`src/rtl/sram_port0_arbiter.sv`:
```
// rtl/sram_port0_arbiter.sv - two-requester arbiter and response pipeline for SRAM RW port 0
//
// Ports:
//   clk0, rst          clock (also the SRAM clk0) and synchronous active-high reset
//   boot_mode          1 = only requester 0 may be granted
//   m0_* / m1_*        requester command (valid/ready/we/wmask/addr/wdata) and
//                      response (resp_valid pulse, rdata) interfaces
//   sram_csb0..din0    registered command to the SRAM macro port 0
//   sram_dout0         SRAM port 0 read data
//   busy               a command is in stage 1 or stage 2
module sram_port0_arbiter #(
    parameter int ADDR_WIDTH = 8,
    parameter int DATA_WIDTH = 32,
    parameter int NUM_WMASKS = 4,
    parameter int ARB_MODE   = 1
) (
    input  logic                  clk0,
    input  logic                  rst,
    input  logic                  boot_mode,

    input  logic                  m0_valid,
    output logic                  m0_ready,
    input  logic                  m0_we,
    input  logic [NUM_WMASKS-1:0] m0_wmask,
    input  logic [ADDR_WIDTH-1:0] m0_addr,
    input  logic [DATA_WIDTH-1:0] m0_wdata,
    output logic                  m0_resp_valid,
    output logic [DATA_WIDTH-1:0] m0_rdata,

    input  logic                  m1_valid,
    output logic                  m1_ready,
    input  logic                  m1_we,
    input  logic [NUM_WMASKS-1:0] m1_wmask,
    input  logic [ADDR_WIDTH-1:0] m1_addr,
    input  logic [DATA_WIDTH-1:0] m1_wdata,
    output logic                  m1_resp_valid,
    output logic [DATA_WIDTH-1:0] m1_rdata,

    output logic                  sram_csb0,
    output logic                  sram_web0,
    output logic [NUM_WMASKS-1:0] sram_wmask0,
    output logic [ADDR_WIDTH-1:0] sram_addr0,
    output logic [DATA_WIDTH-1:0] sram_din0,
    input  logic [DATA_WIDTH-1:0] sram_dout0,

    output logic                  busy
);

    localparam bit FIXED_PRIO = (ARB_MODE == 0);

    // last_grant: owner of the most recent accepted command (0 or 1)
    logic last_grant;

    // stage 1: command registered to the SRAM; stage 2: SRAM has sampled it
    logic s1_valid, s1_owner, s1_read;
    logic s2_valid, s2_owner, s2_read;

    logic                  accept;
    logic                  sel_owner;
    logic                  sel_we;
    logic [NUM_WMASKS-1:0] sel_wmask;
    logic [ADDR_WIDTH-1:0] sel_addr;
    logic [DATA_WIDTH-1:0] sel_wdata;

    // Requester 0 wins unless round-robin says it is requester 1's turn;
    // boot_mode forces requester 0 regardless of last_grant.
    always_comb begin
        m0_ready = m0_valid & (FIXED_PRIO | !m1_valid | last_grant | boot_mode);
        m1_ready = m1_valid & !boot_mode & !m0_ready;
    end

    always_comb begin
        accept    = m0_ready | m1_ready;
        sel_owner = m1_ready;
        if (m1_ready) begin
            sel_we    = m1_we;
            sel_wmask = m1_wmask;
            sel_addr  = m1_addr;
            sel_wdata = m1_wdata;
        end else begin
            sel_we    = m0_we;
            sel_wmask = m0_wmask;
            sel_addr  = m0_addr;
            sel_wdata = m0_wdata;
        end
    end

    always_ff @(posedge clk0) begin
        if (rst) begin
            sram_csb0     <= 1'b1;
            sram_web0     <= 1'b1;
            sram_wmask0   <= '0;
            sram_addr0    <= '0;
            sram_din0     <= '0;
            last_grant    <= 1'b1;
            s1_valid      <= 1'b0;
            s1_owner      <= 1'b0;
            s1_read       <= 1'b0;
            s2_valid      <= 1'b0;
            s2_owner      <= 1'b0;
            s2_read       <= 1'b0;
            m0_resp_valid <= 1'b0;
            m1_resp_valid <= 1'b0;
            m0_rdata      <= '0;
            m1_rdata      <= '0;
        end else begin
            if (accept) begin
                sram_csb0   <= 1'b0;
                sram_web0   <= !sel_we;
                sram_addr0  <= sel_addr;
                sram_din0   <= sel_wdata;
                // reads drive an all-zero mask so the macro never sees stray byte enables
                sram_wmask0 <= sel_we ? sel_wmask : '0;
                last_grant  <= sel_owner;
            end else begin
                // idle: deselect but hold address/data/mask to avoid needless toggling
                sram_csb0 <= 1'b1;
                sram_web0 <= 1'b1;
            end

            s1_valid <= accept;
            s1_owner <= sel_owner;
            s1_read  <= !sel_we;

            s2_valid <= s1_valid;
            s2_owner <= s1_owner;
            s2_read  <= s1_read;

            // sram_dout0 settled at the negedge after the sampling edge, so it is
            // stable here, one edge after the tag reached stage 2
            m0_resp_valid <= s2_valid & !s2_owner;
            m1_resp_valid <= s2_valid &  s2_owner;
            if (s2_valid && s2_read && !s2_owner) begin
                m0_rdata <= sram_dout0;
            end
            if (s2_valid && s2_read && s2_owner) begin
                m1_rdata <= sram_dout0;
            end
        end
    end

    assign busy = s1_valid | s2_valid;

endmodule

```
`config.mk`:
```
export PLATFORM = sky130hd
export DESIGN_NAME = sram_port0_arbiter
export DESIGN_NICKNAME = d
export VERILOG_FILES = /design/src/rtl/sram_port0_arbiter.sv
export SDC_FILE = /design/constraint.sdc
export NUM_CORES = 1
export LEC_CHECK = 0
export CAP_MARGIN = 20
export CORE_UTILIZATION = 32
export DETAILED_ROUTE_END_ITERATION = 8
export PLACE_DENSITY_LB_ADDON = 0.05
export SYNTH_ARGS = -nofsm -noshare
export SYNTH_HDL_FRONTEND = slang
export SYNTH_SLANG_ARGS = --single-unit
```
`constraint.sdc`:
```
create_clock -name clk0 -period 1.2 [get_ports clk0]
set_clock_uncertainty 0.2 [all_clocks]
set_input_delay 0.12 -clock clk0 [delete_from_list [all_inputs] [get_ports clk0]]
set_output_delay 0.12 -clock clk0 [all_outputs]
set_load 0.01 [all_outputs]
```
# Yosys cells after proc, flatten, opt, wreduce, memory -nomap -nowiden
# Cells that the tools add are included.
[word_totals]
ff_bits = 119
latchBits = 0
ram_bits = 0
romBits = 0
input_bits = 127
out_inout_bits = 115
wordCells = 41
memories = 0
[op_classes]
n_addsub = 0
multipliers = 0
div_mod_pow = 0
magnitude_cmp = 0
eq_ne = 0
shift = 0
n_mux = 6
bitwise_logic = 10
n_reduce_logical = 9
[ops]
columns = ["cell", "count"]
rows = [
  ["$mux 32", 1],
  ["$mux 4", 2],
  ["$mux 8", 1],
  ["$and 1x1->1", 5],
  ["$logic_not 1->1", 5],
  ["$or 1x1->1", 4],
  ["$logic_and 1x1->1", 3],
  ["$mux 1", 2],
  ["$reduce_or 2->1", 1],
  ["$not 1->1", 1],
]

# Longest topological paths before layout
[depth]
ltp_word = 9
ltp_mapped = 6
depth_no_buf = 4

# Worst setup path after synthesis
# OpenSTA, ideal clock, no wires.
[synth_timing]
path_kind = "register to register"
from = "register s2_valid"
to = "register m0_rdata[20]"
setup_ns = 0.132
t_arrival_ns = 1.000
required_time_ns = 0.868
path_slack_ns = -0.132
path_stages_with_launch = 7
n_path_buf = 2
period_less_slack_ns = 1.332
cell_sequence = "dfxtp_1 > nand2_1 > or2_1 > buf_2 > buf_6 > nand2_1 > a21oi_1"
[synth_via]
elab_chain_len = 2
[synth_rtl]
columns = ["element", "line", "text"]
rows = [
  ["from (decl)", "56", "logic s2_valid, s2_owner, s2_read;"],
  ["from (signal assigned)", "125", "s2_valid <= s1_valid;"],
  ["$logic_and 1x1->1 (2 in a row)", "133", "if (s2_valid && s2_read && !s2_owner) begin"],
  ["to (signal assigned)", "134", "m0_rdata <= sram_dout0;"],
  ["to (decl)", "28", "output logic [DATA_WIDTH-1:0] m0_rdata,"],
]
# No other way between the ends.
# A chain may end at the register's enable or synchronous reset.

# Final worst setup path
# Ends and elaborated chain as after synthesis.

==> results.cfg <==
[logic_synthesis]
ys_top_cells_by_area = dfxtp_1 (53%), nand2_1 (14%), mux2i_1 (9.1%)
yosysTopAreaCellShare_pct = 53.07
synth_warnings = 0
postSynthCellCount = 502
synth.avg_cell_area_um2 = 8.943
synth_seq_area_share_pct = 53.07
ys_ff_latch = 119
synth_largest_area_cell = dfxtp_1
syn-num-nets = 629
async_reset_ff_share_pct = 0
yosysMostFrequentCell = nand2_1
synth-main-ff-cell = dfxtp_1
netlist_top_cells_count = nand2_1 (169), dfxtp_1 (119), a21oi_1 (64), mux2i_1 (41), o21ai_1 (40)
synth_edf_count = 0
synth_area_um2 = 4489
synth_cell_types = 33

[final_layout]
nets = 912
layout-drive-gt1-share_pct = 51.26
syn2layout_area_growth_pct = 96.82
fillers = 1085
num_antenna_cells = 0
final_cells = 972
multi_input_area_um2 = 2271
seq_area_um2 = 2526

[clock_tree]
numCtsBuffers = 17
root_buffer = clkbuf_16
tritoncts = yes
clkSinkCount = 119
insertion_delay_ps = 410
clk_pin_slew_worst_paths_ps = 50
cts_buffer_depth = 2
h-tree-depth = 4

[worst_setup_path]
critPathMaxStageDelay_ps = 340
crit_chain = buf_6, nand2_4, or2_4, clkbuf_16, nand2_1, a21oi_1
crit_slowest_cell = dfxtp_2
critPathTopFamily = simple AND/OR/NAND/NOR gates
crit_path_start_kind = flip-flop
cp_data_required_time_ps = 1280
worstPathArrival_ps = 1510
criticalPathCategory = flip-flop to flip-flop
worstSetupEndpointType = flip-flop
cp_max_fo = 11
crit_buf_inv = 2

[floorplan]
pin_count = 242
dieHeight_um = 120.4
core_um2 = 13450
die_w_um = 120.4
rows = 42
start_util_pct = 33.37
design.die.area_um2 = 14510

[route]
drcViolationCount = 0
antenna_left = 0
routed_wl_mm = 15.01
route.vias.total = 4577
drt_iter0_markers = 217
dr.pass1.iters = 4
wire_per_inst_um = 15.44
avgViaCountPerCell = 4.709

[sta]
slew_headroom_pct = 75.47
max_freq_ghz = 0.6974
finalSetupTns_ps = -18540
worstMarginPinSlew_ps = 368.0
post-route-period-util_pct = 119.5
setup_viol = 115
finalMaxSlewViolations = 0
worst_slack_ps = -233.9
period_needed_ps = 1434
hold_violations = 0
grt_setup_unrepaired = yes

[grt]
grt_overflow = 0
grt_pass1_vias = 4414
antenna_found_initial = 0
grt_max_degree = 33
grt_usage_pct = 19.78
grt_first_pass_wirelength_mm = 21.78

[power_and_ir_drop]
p_leak_uw = 0.003789
p_per_area_nw_per_um2 = 1187
vdd_drop_max_uv = 703.6

[placed_design]
dp_slack_ps = -675.2
port-buffer-count = 241
dp_hpwl_mm = 10.02
dp_cells = 914
gp_congestion = 0.7431

[status]
violations = negative setup slack
outcome = complete, but fails checks

[flow_run]
drv_cap = 0

[min_path]
hold_class = input pin to flip-flop
-- cells in the final DEF, fill, tap and decap left out, drive strengths merged, types with 2 or more instances in the layout --
cell | netlist | routed
nor3b | 2 | 2
nand2b | 2 | 2
buf | 26 | 166
o21ai | 40 | 40
dfxtp | 119 | 119
and2 | 4 | 4
or2 | 2 | 2
a221o | 4 | 4
clkdlybuf4s50 | 0 | 122
clkinv | 0 | 4
a21oi | 64 | 64
mux2i | 41 | 41
nor2b | 5 | 5
clkbuf | 8 | 28
inv | 3 | 4
dlygate4sd2 | 0 | 3
nor2 | 4 | 4
bufinv | 0 | 2
nand2 | 171 | 171
-- per-layer routing --
metal / up-vias / share of wire [%] / global-route usage [%]
met5: - / 0 / 0
met2: 179 / 51 / 35.09
li1: 2242 / - / -
met3: 25 / 9.6 / 8.302
met4: 0 / 2.1 / 8.179
met1: 2131 / 37 / 20.40
-- area by class of cell --
type / count / share of cell area [%]
clock inverter: 8 / 1.105
inverter: 3 / 0.1274
sequential: 119 / 28.59
timing repair buffer: 298 / 36.62
tap: 176 / 2.492
multi-input combinational: 346 / 25.70
clock buffer: 22 / 5.367
-- per-stage QoR --
step	utilization [%]	total power [uW]	instance area, um2	hold slack, ps
after detailed placement	53.35	5483	7177	233.4
final	65.68	10490	8836	36.39
after global routing	65.68	10930	8836	40.94
after CTS	57.68	10460	7760	26.00
after global placement	53.35	5470	7177	234.3
after floorplan	-	4670	4519	55.98
-- path summary, 6_finish.rpt --
check,start,to,slack (ps),depth (start not counted)
hold reg to reg,s1_owner$_SDFF_PP0_,s2_owner$_SDFF_PP0_,230,1
hold / removal,rst,m1_resp_valid$_SDFF_PP0_,40,3
setup / recovery,s2_valid$_SDFF_PP0_,m0_rdata[20]$_SDFFE_PP0P_,-230,6
setup reg to reg,s2_valid$_SDFF_PP0_,m0_rdata[20]$_SDFFE_PP0P_,-230,6
-- worst reg2reg max path: stages (launching register included) --
cell and delay (ps):
dfxtp_2 340, buf_6 110, nand2_4 40, or2_4 290, clkbuf_16 190, nand2_1 70, a21oi_1 60
-- where the power goes --
part | total, uW | switching (uW) | internal [uW]
logic | 1360 | 510 | 849
registers | 4220 | 98.5 | 4120
clock network | 4910 | 1730 | 3180
-- registers in the layout, summed over array words and instances, names as in the netlist, 4 cells and up --
register,flops
m1_rdata,32
m0_rdata,32
sram_wmask0,4
sram_addr0,8
sram_din0,32
-- repair_timing --
action                                  CTS  global route
endpoints found under the setup margin  227           212
resized for setup                       643           181
gates cloned                              2             7
hold buffers                              1             0
endpoints found under the hold margin     2             0
buffers inserted                          2            16
pin swaps                                18            57
-- kinds of logic (layout without fill, tap and decap cells) --
family	after synthesis	count (layout)	share of synthesized area [%]
simple gates	195	195	19.06
flops	119	119	53.07
compound gates	110	110	12.85
mux	41	41	9.142
buf+inv	37	331	5.881
Note: power is estimated with default switching activity, not from simulation.
